==> src/rtl/mips_mem_pkg.sv <==
// mips_mem_pkg: shared definitions for the MEM pipeline stage.
//   - access size encodings (SZ_BYTE/SZ_HALF/SZ_WORD; size 3 is treated as word)
//   - FSM state type for the data-memory access sequencer
//   - default WB control bundle width
//   - byte-strobe constants
package mips_mem_pkg;

    localparam logic [1:0] SZ_BYTE = 2'd0;
    localparam logic [1:0] SZ_HALF = 2'd1;
    localparam logic [1:0] SZ_WORD = 2'd2;

    typedef enum logic {
        IDLE,
        BUSY
    } mem_state_e;

    localparam int unsigned WB_W_DEF = 10;

    localparam logic [3:0] STRB_NONE    = 4'b0000;
    localparam logic [3:0] STRB_LO_HALF = 4'b0011;
    localparam logic [3:0] STRB_HI_HALF = 4'b1100;
    localparam logic [3:0] STRB_ALL     = 4'b1111;

endpackage

==> src/rtl/mem_lane_align.sv <==
// mem_lane_align: combinational byte-lane logic for the MEM stage.
// Store side (from the EX/MEM slot):
//   st_addr_lo, st_size, st_wdata -> st_strb, st_data (lane-replicated), misalign
// Load side (from the captured access):
//   ld_addr_lo, ld_size, ld_sign, ld_rdata -> ld_data (lane-extracted, extended)
module mem_lane_align
    import mips_mem_pkg::*;
(
    input  logic [1:0]  st_addr_lo,
    input  logic [1:0]  st_size,
    input  logic [31:0] st_wdata,
    input  logic [1:0]  ld_addr_lo,
    input  logic [1:0]  ld_size,
    input  logic        ld_sign,
    input  logic [31:0] ld_rdata,
    output logic [3:0]  st_strb,
    output logic [31:0] st_data,
    output logic [31:0] ld_data,
    output logic        misalign
);

    logic [7:0]  ld_byte;
    logic [15:0] ld_half;

    always_comb begin
        st_strb  = STRB_ALL;
        st_data  = st_wdata;
        misalign = 1'b0;
        case (st_size)
            SZ_BYTE: begin
                st_strb = 4'b0001 << st_addr_lo;
                st_data = {4{st_wdata[7:0]}};
            end
            SZ_HALF: begin
                st_strb  = st_addr_lo[1] ? STRB_HI_HALF : STRB_LO_HALF;
                st_data  = {2{st_wdata[15:0]}};
                misalign = st_addr_lo[0];
            end
            default: begin
                misalign = |st_addr_lo;
            end
        endcase
    end

    always_comb begin
        ld_byte = 8'h00;
        case (ld_addr_lo)
            2'd0:    ld_byte = ld_rdata[7:0];
            2'd1:    ld_byte = ld_rdata[15:8];
            2'd2:    ld_byte = ld_rdata[23:16];
            default: ld_byte = ld_rdata[31:24];
        endcase
        ld_half = ld_addr_lo[1] ? ld_rdata[31:16] : ld_rdata[15:0];

        case (ld_size)
            SZ_BYTE: ld_data = {{24{ld_sign & ld_byte[7]}}, ld_byte};
            SZ_HALF: ld_data = {{16{ld_sign & ld_half[15]}}, ld_half};
            default: ld_data = ld_rdata;
        endcase
    end

endmodule

==> src/rtl/mem_access_stage.sv <==
// mem_access_stage: MEM stage of the 5-stage MIPS pipeline.
// Consumes the EX/MEM slot (ex_*), runs a req/ack data-memory access (dm_*),
// stalls upstream while an access is outstanding (mem_stall) and presents
// registered results to MEM/WB (wb_*).
// Optional: define DMEM_TIMEOUT_EN to abort an access after TIMEOUT_CYCLES
// un-acked BUSY cycles and report wb_bus_err; otherwise BUSY waits forever.
module mem_access_stage
    import mips_mem_pkg::*;
#(
    parameter int unsigned WB_W           = WB_W_DEF,
    parameter int unsigned TIMEOUT_CYCLES = 255
) (
    input  logic            clk,
    input  logic            rst_n,
    input  logic            ex_valid,
    input  logic            ex_mem_read,
    input  logic            ex_mem_write,
    input  logic [1:0]      ex_size,
    input  logic            ex_sign,
    input  logic [31:0]     ex_addr,
    input  logic [31:0]     ex_wdata,
    input  logic [WB_W-1:0] ex_wb_ctrl,
    output logic            dm_req,
    output logic            dm_we,
    output logic [31:0]     dm_addr,
    output logic [3:0]      dm_wstrb,
    output logic [31:0]     dm_wdata,
    input  logic            dm_ack,
    input  logic [31:0]     dm_rdata,
    output logic            mem_stall,
    output logic            wb_valid,
    output logic [31:0]     wb_rdata,
    output logic [31:0]     wb_alu,
    output logic [WB_W-1:0] wb_ctrl,
    output logic            wb_misalign,
    output logic            wb_bus_err
);

    mem_state_e state_q, state_d;

    // Access captured on the IDLE->BUSY transition; drives dm_* while BUSY.
    logic [31:0]     addr_q;
    logic            we_q;
    logic [3:0]      strb_q;
    logic [31:0]     wdata_q;
    logic [1:0]      size_q;
    logic            sign_q;
    logic [WB_W-1:0] ctrl_q;

    logic            wb_valid_d, wb_valid_q;
    logic [31:0]     wb_rdata_d, wb_rdata_q;
    logic [31:0]     wb_alu_d, wb_alu_q;
    logic [WB_W-1:0] wb_ctrl_d, wb_ctrl_q;
    logic            wb_misalign_d, wb_misalign_q;
    logic            wb_bus_err_d, wb_bus_err_q;

    logic [3:0]  st_strb;
    logic [31:0] st_data;
    logic [31:0] ld_data;
    logic        misalign;
    logic        is_mem;
    logic        start;
    logic        fault;
    logic        timeout;

    mem_lane_align u_align (
        .st_addr_lo (ex_addr[1:0]),
        .st_size    (ex_size),
        .st_wdata   (ex_wdata),
        .ld_addr_lo (addr_q[1:0]),
        .ld_size    (size_q),
        .ld_sign    (sign_q),
        .ld_rdata   (dm_rdata),
        .st_strb    (st_strb),
        .st_data    (st_data),
        .ld_data    (ld_data),
        .misalign   (misalign)
    );

    assign is_mem = ex_mem_read | ex_mem_write;
    assign start  = (state_q == IDLE) & ex_valid & is_mem & ~misalign;
    assign fault  = (state_q == IDLE) & ex_valid & is_mem & misalign;

`ifdef DMEM_TIMEOUT_EN
    localparam int unsigned CntW = ($clog2(TIMEOUT_CYCLES + 1) > 8) ?
                                   $clog2(TIMEOUT_CYCLES + 1) : 8;

    logic [CntW-1:0] cnt_q, cnt_d;

    // Counter is zero on BUSY entry; an ack in the expiring cycle wins.
    assign cnt_d   = (state_q == BUSY) ? cnt_q + 1'b1 : '0;
    assign timeout = (state_q == BUSY) & ~dm_ack & (cnt_q == CntW'(TIMEOUT_CYCLES - 1));

    always_ff @(posedge clk or negedge rst_n) begin
        if (!rst_n) begin
            cnt_q <= '0;
        end else begin
            cnt_q <= cnt_d;
        end
    end
`else
    assign timeout = 1'b0;
`endif

    // State register
    always_ff @(posedge clk or negedge rst_n) begin
        if (!rst_n) begin
            state_q <= IDLE;
        end else begin
            state_q <= state_d;
        end
    end

    // Next state
    always_comb begin
        state_d = state_q;
        unique case (state_q)
            IDLE:    if (start) state_d = BUSY;
            BUSY:    if (dm_ack || timeout) state_d = IDLE;
            default: state_d = IDLE;
        endcase
    end

    // FSM outputs
    always_comb begin
        dm_req    = (state_q == BUSY);
        mem_stall = (state_q == BUSY);
    end

    assign dm_we    = we_q;
    assign dm_addr  = {addr_q[31:2], 2'b00};
    assign dm_wstrb = strb_q;
    assign dm_wdata = wdata_q;

    // MEM/WB result for this cycle; a bubble leaves everything zero.
    always_comb begin
        wb_valid_d    = 1'b0;
        wb_rdata_d    = '0;
        wb_alu_d      = '0;
        wb_ctrl_d     = '0;
        wb_misalign_d = 1'b0;
        wb_bus_err_d  = 1'b0;
        if (state_q == IDLE) begin
            if (ex_valid && !is_mem) begin
                wb_valid_d = 1'b1;
                wb_alu_d   = ex_addr;
                wb_ctrl_d  = ex_wb_ctrl;
            end else if (fault) begin
                wb_valid_d    = 1'b1;
                wb_alu_d      = ex_addr;
                wb_misalign_d = 1'b1;
            end
        end else if (dm_ack) begin
            wb_valid_d = 1'b1;
            wb_alu_d   = addr_q;
            wb_ctrl_d  = ctrl_q;
            wb_rdata_d = we_q ? 32'h0 : ld_data;
        end else if (timeout) begin
            wb_valid_d   = 1'b1;
            wb_alu_d     = addr_q;
            wb_bus_err_d = 1'b1;
        end
    end

    always_ff @(posedge clk or negedge rst_n) begin
        if (!rst_n) begin
            addr_q        <= '0;
            we_q          <= 1'b0;
            strb_q        <= STRB_NONE;
            wdata_q       <= '0;
            size_q        <= SZ_BYTE;
            sign_q        <= 1'b0;
            ctrl_q        <= '0;
            wb_valid_q    <= 1'b0;
            wb_rdata_q    <= '0;
            wb_alu_q      <= '0;
            wb_ctrl_q     <= '0;
            wb_misalign_q <= 1'b0;
            wb_bus_err_q  <= 1'b0;
        end else begin
            if (start) begin
                // Write wins when both read and write are flagged.
                addr_q  <= ex_addr;
                we_q    <= ex_mem_write;
                strb_q  <= ex_mem_write ? st_strb : STRB_NONE;
                wdata_q <= ex_mem_write ? st_data : 32'h0;
                size_q  <= ex_size;
                sign_q  <= ex_sign;
                ctrl_q  <= ex_wb_ctrl;
            end
            wb_valid_q    <= wb_valid_d;
            wb_rdata_q    <= wb_rdata_d;
            wb_alu_q      <= wb_alu_d;
            wb_ctrl_q     <= wb_ctrl_d;
            wb_misalign_q <= wb_misalign_d;
            wb_bus_err_q  <= wb_bus_err_d;
        end
    end

    assign wb_valid    = wb_valid_q;
    assign wb_rdata    = wb_rdata_q;
    assign wb_alu      = wb_alu_q;
    assign wb_ctrl     = wb_ctrl_q;
    assign wb_misalign = wb_misalign_q;
    assign wb_bus_err  = wb_bus_err_q;

endmodule
==> config.mk <==
export PLATFORM = sky130hd
export DESIGN_NAME = mem_access_stage
export DESIGN_NICKNAME = d
export VERILOG_FILES = /design/src/rtl/mips_mem_pkg.sv /design/src/rtl/mem_lane_align.sv /design/src/rtl/mem_access_stage.sv
export SDC_FILE = /design/constraint.sdc
export NUM_CORES = 1
export LEC_CHECK = 0
export CORE_UTILIZATION = 41
export CTS_CLUSTER_SIZE = 10
export DETAILED_ROUTE_END_ITERATION = 12
export GPL_TIMING_DRIVEN = 1
export PLACE_DENSITY_LB_ADDON = 0.12
export SETUP_SLACK_MARGIN = 0.05
export SKIP_LAST_GASP = 1
export SLEW_MARGIN = 10
export SYNTH_ARGS = -nofsm -noshare
export SYNTH_HDL_FRONTEND = slang
export SYNTH_HIERARCHICAL = 1
export SYNTH_SLANG_ARGS = --single-unit
==> constraint.sdc <==
create_clock -name clk -period 1.7 [get_ports clk]
set_input_delay 0.34 -clock clk [delete_from_list [all_inputs] [get_ports clk]]
set_output_delay 0.34 -clock clk [all_outputs]
set_load 0.02 [all_outputs]
Word level (Yosys, flattened, before mapping)
Cells that the tools add are included.
Cells by class
  equal/unequal tests: 4
  shift operators: 1
  mux-type cells: 28
  bitwise operators: 9
  reduce and logical (&&, ||, !) cells: 6
Operators by type and width (number)
  $mux 32: 8
  $pmux 32 s2: 2
  $mux 10: 3
  $pmux 8 s3: 1
  $mux 16: 1
  $mux 1: 8
  $mux 4: 2
  $pmux 4 s2: 1
  $and 1x1->1: 6
  $eq 2x1->1 const B: 3
  $logic_not 2->1: 3
  $pmux 1 s2: 2
  $shl 1x2->4 const A: 1
  $eq 2x2->1 const B: 1
  $not 1->1: 2
  $reduce_or 2->1: 1
  $logic_and 1x1->1: 1
  $logic_not 1->1: 1
  $or 1x1->1: 1
Word-level totals
  bits in registers: 159
  input bits: 115
  output and inout bits: 148
  logic and storage cells: 61

Logic depth before layout (Yosys ltp)
Gate-level depths: netlist (run 1).
  word-level depth: 7
  mapped depth: 7

Hierarchy
Netlist (run 1), hierarchy kept.
By module, submodules not included
  mem_access_stage: instances 1, cells an instance 459, area an instance 6207.2 um^2, seq. area each 3978.8 um^2
  mem_lane_align: instances 1, cells an instance 166, area an instance 1152.4 um^2, seq. area each 0.0 um^2

Worst setup path after synthesis (run 1)
Ideal clock, no wire load.
  kind: in2reg
  start point: input port ex_size[0]
  end point: register addr_q[0]
  arrival time: 1.562 ns
  required time: 1.573 ns
  slack: 0.011 ns
  stages: 7
  cells stage by stage: buf_2 -> a21oi_1 -> nor2_1 -> nor3_2 -> buf_6 -> buf_6 -> mux2_1
On the way
  cells in the longest elaborated chain, start to end: 4
RTL lines
  start, declared: line mem_access_stage.sv:18  | input logic [1:0] ex_size,
  $eq 2x1->1 / $logic_not 2->1 (equally long branches): line mem_lane_align.sv:29  | case (st_size)
  $pmux 1 s2 (*): line mem_lane_align.sv:29
  via misalign: line mem_access_stage.sv:60  | logic misalign;
  $not 1->1 (*): line mem_access_stage.sv:81  | assign start = (state_q == IDLE) & ex_valid & is_mem & ~misalign;
  $and 1x1->1 (*): line mem_access_stage.sv:81
  end signal, assigned: line mem_access_stage.sv:183  | addr_q <= ex_addr;
  end, declared: line mem_access_stage.sv:42  | logic [31:0] addr_q;
Mark *: on every way through the listed nets, which the timed path passes. The rest lies on a longest branch.
A chain may end at the register's enable or synchronous reset.

Worst setup path after layout (run 1)
  start point: register addr_q[0]
  end point: register wb_rdata_q[16] (netlist: wb_rdata[16])
On the way
  cells in the longest elaborated chain, start to end: 7
RTL lines
  $eq 2x2->1 (tied with other cells): line mem_lane_align.sv:47  | case (ld_addr_lo)
  $pmux 8 s3 (*): line mem_lane_align.sv:47
  $and 1x1->1 (*): line mem_lane_align.sv:56  | SZ_BYTE: ld_data = {{24{ld_sign & ld_byte[7]}}, ld_byte};
  $pmux 32 s2 (*): line mem_lane_align.sv:55  | case (ld_size)
  via ld_data[16]: line mem_access_stage.sv:59  | logic [31:0] ld_data;
  $mux 32 (*): line mem_access_stage.sv:157  | wb_rdata_d = we_q ? 32'h0 : ld_data;
  $mux 32 (*): line mem_access_stage.sv:153  | end else if (dm_ack) begin
  $mux 32 (*): line mem_access_stage.sv:143  | if (state_q == IDLE) begin
  via wb_rdata_d[16]: line mem_access_stage.sv:51  | logic [31:0] wb_rdata_d, wb_rdata_q;
  end signal, assigned: line mem_access_stage.sv:192  | wb_rdata_q <= wb_rdata_d;
  end, declared: line mem_access_stage.sv:51
Marks and branches as above.

==> impl_results.md, run 1 <==
* H-tree depth at 4
* Placed cell area at around 10,000 µm²
* Tmin final at 1.671 ns
* Largest net degree at the start of global routing at 47
* EDFF count, synth at 0
* Fmax at 598.6 MHz
* Core ar. at 17,420 µm²
* Vias at 5,482
* GR Util met3 at 0.06972
* Average size of a mapped cell at 11.78 µm²
* Total CTS buffers at 17
* Global-route wire length before repair at 29,100 µm
* Port bufs at 259
* Final setup violation count at 0
* Total GRT Usage at 0.2084
* CTS tree: built
* Commonest cells after routing, fill and taps aside: dfrtp_1, dlygate4sd2_1, clkdlybuf4s50_1
* Max Slew Vio Count at 0
* Cells after Synth at 625
* Reg clk slew, reported paths at around 0.060 ns
* Io pins at 263
* Top Usage Layer GRT: met2
* Layout cells sized above 1 at 0.1461
* Die width at 136.0 µm
* Hpwl dp at roughly 13,000 µm
* Vias in the first global route at 5,466
* Clk sink count at 159
* YS warnings at 6
* Final Power at 12.90 mW
* Initial DRC count at 187
* Met1 GRT Util at 0.2480
* WP data required at 2.01 ns
* Post-Syn Area at about 7400 µm²
* Initial Utilization at 0.4226
* Num rows at 48
* DRC at 0
* Initial antenna violation count at 3
* Total gr overflow at 0
* Ys flop type: dfrtp_1
* Die ar. at 18,490 µm²
* RD Place Congestion at 0.7968
* Root Driver: clkbuf_16
* Worst skew pair latency at 0.42 ns
* VDD IR max at 0.0007199 V
* Maximum Capacitance Violations at 0
* DRT antenna net count at 0
* P_leak at about 5.4 nW
* Arrival time worst endpoint at 1.98 ns
* Nets@finish at 986
* Worst-case clock skew at 0.009319 ns
* DRT Pass-1 Iters at 4
* Via density at 4.943
* Most common cell after layout, fill and taps aside: dfrtp_1
* Worst setup SP type: flip-flop
* Die Span Y at 136.0 µm
* Period utilization at 0.9827
* Met2 GRT Util at 0.3481
* Hold Path Class: input port to asynchronous set/reset pin
* CP max FO at 8
* TNS Setup at 0 ns
* Post-synth cell types at 35
* Seq/Total Area, Yosys at 0.5406
* Slew at the pin closest to its max-slew limit at 0.7616 ns
* Slew margin rel. at 0.4895
* Async set-reset flop share out of synthesis at 1.000
* Area Overhead vs Synth at 46.19%
* Clock tree buffer depth at 2
* Kind of critical path: flip-flop to flip-flop
* Flops & latches, synth at about 160
* WL final at around 19,000 µm
* Post-route design area at 10,760 µm²
* Crit. End Element: flip-flop
* Final hold violation count at 0
* Status: completed
* Pwr Density at 1199 nW/µm²
* RSZ-0062 raised after global routing: true
* Wire length per cell at 17.23 µm
[routing by layer]
metal  routed length (µm)  up-vias  share of wire
li1                     -     2581              -
met5                   14        -        0.00073
met2                 9458      197           0.50
met1                 7852     2680           0.41
met3                 1484       22          0.078
met4                  295        2          0.015
[stage by stage]
| step | utilization | setup WS [ns] | hold slack, ns | cells |
|---|---|---|---|---|
| finish | 0.6177 | 0.02944 | 0.3964 | 1109 |
| global route | 0.6176 | -0.03394 | 0.4253 | 1108 |
| CTS | 0.6101 | 0.01503 | 0.4089 | 1104 |
| detailed placement | 0.5803 | -0.4351 | 0.2973 | 1070 |
| global placement | 0.5803 | -0.3804 | 0.2950 | 1070 |
| floorplan | - | 0.06194 | 0.04441 | 627 |
[critical path, stage by stage (launching register included)]
cell	delay (ns)
dfrtp_1	0.42
mux2_4	0.33
a32oi_4	0.24
buf_6	0.16
o32a_4	0.22
nand2_1	0.07
and2_1	0.13
[where the power goes]
| group | internal [mW] | total [mW] | switching [mW] |
|---|---|---|---|
| combinational | 1.81 | 3.95 | 2.14 |
| sequential | 4.46 | 4.84 | 0.376 |
| clock | 2.55 | 4.11 | 1.56 |
| total | 8.82 | 12.9 | 4.08 |
[worst paths after layout]
check	from	end	slack, ns	depth (start not counted)
setup / recovery	addr_q[0]	wb_rdata[16]	0.03	6
hold / removal	rst_n	addr_q[10]	0.40	2
setup reg to reg	addr_q[0]	wb_rdata[16]	0.03	6
hold reg to reg	ctrl_q[4]	wb_ctrl[4]	0.49	1
max in group asynchronous	rst_n	wb_misalign	0.69	3
min in group clk	ex_addr[0]	wb_alu[0]	0.40	3
[cells by family (layout without fill, tap and decap cells)]
family	after synthesis	after routing	share of synthesized area
mux	111	111	0.1618
flops	159	159	0.5406
other cells	1	4	0.0005095
simple gates	136	136	0.08960
compound gates	96	97	0.1112
buf+inv	122	377	0.09623
[cell type report]
cell class              instances  area (µm²)
clock inverters                11       177.7
multi-input cells             347        2781
flip-flops and latches        159        3979
diodes                          1       2.502
repair buffers                305        2927
fillers                      1438        6658
clock buffers                  20       456.7
inverters                      41       153.9
well taps                     225       281.5
[cell usage after synthesis (2+ instances only)]
cell type  number  area, µm²
and2b_1         4      30.03
a2bb2oi_1       7      61.31
o21ai_0         8      40.04
buf_4          44      330.3
a22o_1         46      402.9
clkbuf_1       15      56.30
nor2_1          8      30.03
buf_6           8      90.09
o21bai_1        2      15.01
and2_1         33      206.5
nand2_1        78      292.8
a21o_1          8      60.06
mux2_1         33      371.6
inv_1          41      153.9
buf_1           2      7.510
a221o_1         8      80.08
a21oi_1         6      30.03
mux2i_1        47      470.5
nand2b_1        3      18.77
buf_2          11      55.05
nor2b_1         3      18.77
mux2_2         31      349.1
o22a_1          7      61.31
dfrtp_1       159       3979
nor3_2          3      30.03
[state kept, by name, indices dropped and copies added, names as in the netlist, 2 cells and up]
signal	cells
ctrl_q	10
dm_wdata	32
size_q	2
wb_ctrl	10
addr_q	32
wb_alu	32
dm_wstrb	4
wb_rdata	32
[what timing repair did]
action / CTS / global route
cloned: 1 / 2
endpoints found under the hold margin: 40 / 0
pin swaps: 2 / 7
hold buffers: 1 / 0
resized for setup: 152 / 20
setup endpoints to repair: 188 / 124
buffers inserted: 1 / 2
(Power assumes the default switching activity.)
==> inputs of run 2 (changes only) <==
--- a/config.mk
+++ b/config.mk
@@ -5,7 +5,8 @@
 export SDC_FILE = /design/constraint.sdc
 export NUM_CORES = 1
 export LEC_CHECK = 0
-export CORE_UTILIZATION = 41
+export ABC_AREA = 1
+export CORE_UTILIZATION = 42
 export CTS_CLUSTER_SIZE = 10
 export DETAILED_ROUTE_END_ITERATION = 12
 export GPL_TIMING_DRIVEN = 1
==> run 2 against run 1 <==
Compared with the run above: clock-buffer cell count is the same; flip-flop and latch count unchanged; combinational power fell by 10%; die area rose by 2.8%; clock skew shrank 0.0032 ns; utilization fell by 1.2 points; critical path depth fell by 5; worst setup slack better by 0.12 ns; wire length is 15% higher; highest routed layer is now met4.
==> impl_results.md, run 2 <==
* Sw Pwr at 4.129 mW
* Post-synthesis mux area share at 0
* Nets@finish at between 1,000 and 1,500
* Period utilization at 0.9133
* Slowest cell on crit path: dfrtp_1
* Io pins at 263
* Ys flop type: dfrtp_1
* WL final at 22,010 µm
* Num rows at slightly below 50
* Crit-path max cell delay at 0.44 ns
* Final Power at 11.80 mW
* CP max FO at 5
* YS warnings at 6
* Seq/Total Area, Yosys at 0.5133
* Core ar. at 18,020 µm²
* Crit. End Element: primary output
* Register share of total power at 0.399
* Async set-reset flop share out of synthesis at 1.000
* Post-route design area at 10,910 µm²
* Commonest cells after routing, fill and taps aside: nand2_1, dfrtp_1, nand3_1
* Maximum Capacitance Violations at 0
* Reg clk slew, reported paths at 0.06 ns
* Antenna Cells at 0
* CP delay by family, top: flip-flops
* Cell accounting for the most synthesized area: dfrtp_1
* Post-synth cell types at 20
* Flops & latches, synth at 159
* Fmax at 644.1 MHz
* Synth Area in XOR/XNOR at 0
* RSZ-0062 raised after global routing: false
* Clk sink count at approximately 160
* Cells after Synth at 1,018
* P_leak at 6.298 nW
* Tightest hold margin at 0.4384 ns
* Via density at 4.895
* Max Slew Vio Count at 0
* Worst-case clock skew at just over 0.006 ns
* Setup WS post-layout at 0.1474 ns
* Kind of critical path: flip-flop to primary output
* Area Overhead vs Synth at 40.81%
* Final setup violation count at 0
* Arrival time worst endpoint at 1.21 ns
* Hpwl dp at 15,860 µm
* Initial antenna violation count at 0
* H-tree depth at 4
* DRC at 0
* Post-Synth Simple-Gate Area at 0.3475
* Start point of the critical path: dm_req
* Synth top cells by count: nand2_1, dfrtp_1, nand3_1
* Worst r2r src: addr_q[0]
* Total GRT Usage at 0.2376
* Root Driver: clkbuf_16
* Post-Syn Area at 7751 µm²
* Total CTS buffers at 17
* Layout cells sized above 1 at 0.06805
* Die Span Y at 137.9 µm
* Worst setup SP type: flip-flop
* Slew at the pin closest to its max-slew limit at 0.5164 ns
* Adder-cell share of the synthesized area at 0
* Main area contributors after synthesis: dfrtp_1, nand2_1, nand3_1
* Area share of the leading cell type in the synthesized netlist at 0.5133
* Compound-cell area share of the yosys netlist at 0.02841
* Clock tree buffer depth at 2
* Die width at 137.9 µm
* Global-route wire length before repair at 34,510 µm
* CTS tree: built
* Worst skew pair latency at 0.42 ns
* Crit path cell chain: dlygate4sd2_1
* Tmin final at ~1.6 ns
* Placed cell area at 10,530 µm²
* Combinational power share at 0.300
* Hold Path Class: input port to asynchronous set/reset pin
* Final hold violation count at 0
* Status: completed
* Int Pwr at between 7 and 8 mW
* DRT antenna net count at 0
* Clock network power share at 0.301
* DRT Pass-1 Iters at 6
* Vias in the first global route at about 6,800
* EDFF count, synth at 0
* Main combinational cell family by area after synthesis: simple AND/OR/NAND/NOR gates
* Slew margin rel. at 0.6539
* Pwr Density at ~1100 nW/µm²
* Most common cell after layout, fill and taps aside: nand2_1
* Count leader, synth: nand2_1
* Die ar. at 19,000 µm²
* Average size of a mapped cell at 7.614 µm²
* VDD IR max at 0.0007898 V
* Vias at 7,235
* # Post-CTS Setup Buffers at 0
* CP bufs+invs at 1
* Place WS at -0.1773 ns
* Wire length per cell at 14.89 µm
* RD Place Congestion at 0.8399
* Largest net degree at the start of global routing at 48
* Port bufs at 259
* Switching share of power at 0.3498
* Initial DRC count at 502
* Total gr overflow at 0
* WP data required at 1.36 ns
* Initial Utilization at 0.4300
run 2: changes by cell type in the layout (fill, tap and decap cells not counted), sizes merged, moves of 33 or more:
| cell | before | now |
|---|---|---|
| mux2 | 64 | 0 |
| nand2 | 78 | 453 |
| mux2i | 47 | 0 |
| a22o | 46 | 0 |
| nor2 | 8 | 42 |
| nand3 | 0 | 157 |
| and2 | 33 | 0 |
run 2: path summary, 6_finish.rpt:
path | endpoint | slack [ns] | cells past startpoint
max in group asynchronous | addr_q[6] | 0.71 | 3
min in group clk | dm_wstrb[2] | 0.47 | 2
worst max-delay path | mem_stall | 0.15 | 1
worst max register to register | wb_rdata[0] | 0.25 | 6
worst min register to register | dm_wstrb[2] | 0.47 | 2
worst min-delay path | wb_rdata[5] | 0.44 | 2
run 2: area by class of cell:
type	count	area, µm²
Tap cell	229	286.5
Clock buffer	20	446.7
Multi-Input combinational cell	693	2942
Clock inverter	12	105.1
Inverter	62	232.7
Fill cell	1713	7111
Timing Repair Buffer	303	2922
Sequential cell	159	3980
run 2: power by group through the flow:
stage / Clock (mW) / Sequential (mW) / Combinational (mW)
2_1_floorplan: 0 / 5.11 / 1.90
3_3_place_gp: 0 / 4.79 / 3.89
3_5_place_dp: 0 / 4.79 / 3.92
4_1_cts: 3.67 / 4.71 / 3.58
5_1_grt: 3.81 / 4.78 / 3.91
6_report: 3.56 / 4.70 / 3.54
run 2: metal layers:
metal  wire length (µm)  GRT usage  vias to the layer above
met4                446    0.07669                        0
met3               1903    0.06469                       28
met5                  0          0                        -
met1               9196     0.3061                     3379
li1                   -          -                     3567
met2              10460     0.3864                      261
run 2: kinds of logic after synthesis:
logic type             count (synthesis)
AND/OR/NAND/NOR                      653
buffers and inverters                168
flip-flops                           159
AO/OA/AOI/OAI                         37
other                                  1
run 2: stage by stage:
stage,setup TNS (ns),cells,util
after floorplan,0,1020,-
after global placement,-12.97,1445,0.5843
after detailed placement,-15.90,1445,0.5843
after CTS,0,1478,0.6054
after global routing,0,1478,0.6055
final,0,1478,0.6055
run 2: repair_timing:
action	4_1_cts	5_1_grt
resized for setup	145	2
hold endpoints to repair	43	0
hold buffers	1	0
setup endpoints to repair	145	7
cloned	0	0
